File: src/rtl/dmem_arbiter.sv
// Arbiter sharing the single-port data RAM between the CPU port and a secondary (DMA/loader) port.
// CPU has priority; the D port is forced ahead after STARVE_LIMIT lost cycles. Read data is routed back by per-cycle owner flags.
module dmem_arbiter #(
  parameter int ADDR_W       = 12,
  parameter int DATA_W       = 32,
  parameter int STARVE_LIMIT = 4
) (
  input  logic              clk,
  input  logic              reset,
  input  logic              c_req,
  input  logic              c_wr,
  input  logic [ADDR_W-1:0] c_addr,
  input  logic [DATA_W-1:0] c_wdata,
  output logic              c_gnt,
  output logic              c_rvalid,
  output logic [DATA_W-1:0] c_rdata,
  input  logic              d_req,
  input  logic              d_wr,
  input  logic [ADDR_W-1:0] d_addr,
  input  logic [DATA_W-1:0] d_wdata,
  output logic              d_gnt,
  output logic              d_rvalid,
  output logic [DATA_W-1:0] d_rdata,
  output logic              ram_en,
  output logic              ram_we,
  output logic [ADDR_W-1:0] ram_addr,
  output logic [DATA_W-1:0] ram_wdata,
  input  logic [DATA_W-1:0] ram_rdata
);

  localparam logic [7:0] LIMIT = 8'(STARVE_LIMIT);

  logic [7:0] starve_cnt;
  logic       c_pend;
  logic       d_pend;
  logic       force_d;

  assign force_d = d_req && (starve_cnt == LIMIT);

  always_comb begin
    c_gnt = 1'b0;
    d_gnt = 1'b0;
    if (!reset) begin
      if (force_d)    d_gnt = 1'b1;
      else if (c_req) c_gnt = 1'b1;
      else if (d_req) d_gnt = 1'b1;
    end
  end

  assign ram_en = c_gnt | d_gnt;

  always_comb begin
    ram_we    = 1'b0;
    ram_addr  = '0;
    ram_wdata = '0;
    if (c_gnt) begin
      ram_we    = c_wr;
      ram_addr  = c_addr;
      ram_wdata = c_wdata;
    end else if (d_gnt) begin
      ram_we    = d_wr;
      ram_addr  = d_addr;
      ram_wdata = d_wdata;
    end
  end

  // Counter only advances on cycles the CPU actually won over a waiting D request.
  always_ff @(posedge clk or posedge reset) begin
    if (reset) begin
      starve_cnt <= '0;
      c_pend     <= 1'b0;
      d_pend     <= 1'b0;
    end else begin
      if (!d_req || d_gnt)
        starve_cnt <= '0;
      else if (c_gnt && (starve_cnt != LIMIT))
        starve_cnt <= starve_cnt + 8'd1;
      c_pend <= c_gnt & ~c_wr;
      d_pend <= d_gnt & ~d_wr;
    end
  end

  assign c_rvalid = c_pend;
  assign d_rvalid = d_pend;
  assign c_rdata  = ram_rdata;
  assign d_rdata  = ram_rdata;

endmodule

File: config.mk
export PLATFORM = sky130hd
export DESIGN_NAME = dmem_arbiter
export DESIGN_NICKNAME = d
export VERILOG_FILES = /design/src/rtl/dmem_arbiter.sv
export SDC_FILE = /design/constraint.sdc
export NUM_CORES = 1
export LEC_CHECK = 0
export ABC_CLOCK_PERIOD_IN_PS = 1800
export BUFFER_PORTS_ARGS = -buffer_cell sky130_fd_sc_hd__buf_2
export CELL_PAD_IN_SITES_DETAIL_PLACEMENT = 1
export CELL_PAD_IN_SITES_GLOBAL_PLACEMENT = 1
export CORE_ASPECT_RATIO = 1.4
export CORE_MARGIN = 3
export CORE_UTILIZATION = 16
export DETAILED_ROUTE_END_ITERATION = 12
export PLACE_DENSITY_LB_ADDON = 0.1
export SYNTH_ARGS = -nofsm -noshare
export SYNTH_HDL_FRONTEND = slang
export SYNTH_SLANG_ARGS = --single-unit
File: constraint.sdc
create_clock -name clk -period 1.8 [get_ports clk]
set_clock_uncertainty 0.1 [all_clocks]
set_input_delay 0.09 -clock clk [delete_from_list [all_inputs] [get_ports clk]]
set_output_delay 0.09 -clock clk [all_outputs]
set_load 0.005 [all_outputs]
==> impl_metrics.json <==
{
  "period_share": 1.166,
  "routed_wl_um": 7736,
  "setup_violations": 52,
  "row_count": 42,
  "drcViolationCount": 0,
  "first_global_vias": 1757,
  "reg2reg_slack_ps": -50,
  "final_nets": 414,
  "syn_inst": 181,
  "critPathKind": "reg -> out",
  "power.total_mw": 1.070,
  "firstDrtPassIters": 4,
  "clk_path_buf_depth": 2,
  "min_from": "c_wr",
  "finalSetupTns_ps": -12170,
  "hold_end": "c_rvalid",
  "worstHoldPathCells": 2,
  "rsz0062_at_grt": "yes",
  "fin_area_um2": 2318,
  "reg2reg_from": "starve_cnt[0]",
  "report.final.slew_viol_count": 0,
  "die_y_um": 123.4,
  "yosys-top-cells-count": "buf_4, a22o_1, dfrtp_1",
  "cts-root-buf": "clkbuf_16",
  "async_flop_share": 1.000,
  "vias": 1729,
  "drive_above_1_share": 0.6737,
  "hold_violations": 0,
  "startpoint": "starve_cnt[0]",
  "p_leak_nw": 1.261,
  "drt-vias-per-instance": 4.136,
  "min_path_type": "in -> reg",
  "worstReg2RegEnd": "starve_cnt[2]",
  "cp_max_fo": 26,
  "violations": "setup timing",
  "status": "finished with violations",
  "syn_area_per_cell_um2": 8.696,
  "ys_seq_area_frac": 0.1590,
  "area_delta_synth_final_pct": 47.30,
  "drt-initial-drc-count": 40,
  "relSlewSlack": 0.7891,
  "maxCapViolCount": 0,
  "synth_most_common_cell": "buf_4",
  "nFillCells": 1157,
  "ios": 240,
  "synth_top_area_frac": 0.3052,
  "grtUsageTotal": 0.1347,
  "worstPathRequired_ps": 1610,
  "gp_congestion": 0.7761,
  "multi_input_area_um2": 760.7,
  "max_freq_mhz": 476.3,
  "vdd_ir_drop_max_mv": 0.2367,
  "cts_tree": "built",
  "synth_warnings": 0,
  "synthFlopType": "dfrtp_1",
  "grt_first_pass_wirelength_um": 11290,
  "dieWidth_um": 89.83,
  "critPathLaunchType": "flop",
  "ys_types": 31,
  "cts_htree_levels": 1,
  "post_dp_cell_area_um2": 2018,
  "antenna_found_initial": 3,
  "clkTransAtPathRegs_ps": 40,
  "post-route-min-period_ps": 2100,
  "worst_pin_slew_ps": 313.4,
  "cts_buffers": 3,
  "worstRegToRegCells": 10,
  "clock-sinks": 10,
  "netlist_top_cells_area": "buf_4, a22o_1, dfrtp_1",
  "p_per_area_nw_per_um2": 461.5,
  "final_antenna_net_count": 0,
  "grt_max_degree": 27,
  "wl_per_cell_um": 18.51,
  "core_um2": 9512,
  "syn_nets": 309,
  "start_util": 0.1655,
  "synth_area_leader_cell": "buf_4",
  "end_kind": "output port",
  "regArea_um2": 250.2,
  "synth_area_um2": 1574,
  "fin_ws_ps": -299.5,
  "synth_edf_count": 0,
  "insertion_delay_ps": 240,
  "ys_ff_latch": 10,
  "post-dp-hpwl_um": 6549,
  "grt_overflow_total": 0,
  "worstPathArrival_ps": 1910,
  "die_area_um2": 11080,
  "io_buffers": 143
}
report_power, final:
group | total [mW] | internal [mW] | switching [mW]
registers | 0.230 | 0.229 | 0.00140
logic | 0.386 | 0.221 | 0.165
clock network | 0.454 | 0.335 | 0.119
stage by stage:
step	util	setup slack (ps)	hold WS [ps]	instances
after global routing	0.2438	-351.8	68.51	418
after detailed placement	0.2122	-157.4	-49.51	400
after floorplan	-	45.35	49.61	181
final	0.2438	-299.5	40.46	418
after global placement	0.2122	-130.3	-35.24	400
after CTS	0.2376	-341.7	47.32	415
critical path: stages, from the launching register on:
cell and delay, ps:
dfrtp_1 380, inv_2 80, ha_4 130, and4bb_4 260, and2_4 170, a21oi_4 80, buf_12 170, a22o_2 260
buf_2 120
how the worst max path moves through the flow:
| stage | endpoint | cells past startpoint |
|---|---|---|
| floorplan | ram_addr[0] | 7 |
| global placement | ram_wdata[22] | 8 |
| detailed placement | ram_wdata[25] | 8 |
| CTS | ram_wdata[9] | 9 |
| global route | ram_wdata[28] | 8 |
| finish | ram_wdata[28] | 8 |
metal layers:
layer | global-route usage | vias to the layer above | share of wire
met3 | 0.05660 | 18 | 0.11
li1 | - | 798 | -
met4 | 0.02972 | 4 | 0.0089
met5 | 0 | - | 0.0044
met1 | 0.1521 | 783 | 0.39
met2 | 0.2382 | 126 | 0.48
logic make-up after synthesis:
family | Yosys count | share of synthesized area
simple gates | 37 | 0.1352
fa+ha+maj | 2 | 0.01590
xor+xnor | 4 | 0.02226
buf+inv | 77 | 0.3839
flops | 10 | 0.1590
compound gates | 51 | 0.2838
layout by cell type, fill, tap and decap left out, drive strengths merged, types with 4 or more instances in the layout:
| master | count |
|---|---|
| a21oi | 4 |
| nor3 | 5 |
| inv | 4 |
| nand2 | 7 |
| nand3 | 7 |
| dfrtp | 10 |
| a22o | 44 |
| nor2 | 8 |
| clkbuf | 4 |
| buf | 171 |
what timing repair did:
action	in CTS	in global routing
resized for setup	13	11
endpoints found under the setup margin	48	56
gates cloned	2	1
setup buffers	8	3
hold buffers	2	0
endpoints found under the hold margin	11	0
pin swaps	3	6
registers in the layout (all words and copies together), names as in the netlist:
register and count:
c_rvalid 1, d_rvalid 1, starve_cnt 8
final cells by class:
cell class / count / area share
diodes: 1 / 0.001079
flip-flops and latches: 10 / 0.1079
clock buffers: 4 / 0.03832
inverters: 4 / 0.006476
repair buffers: 173 / 0.4468
well taps: 132 / 0.07124
multi-input cells: 94 / 0.3281
(Power assumes the default switching activity.)
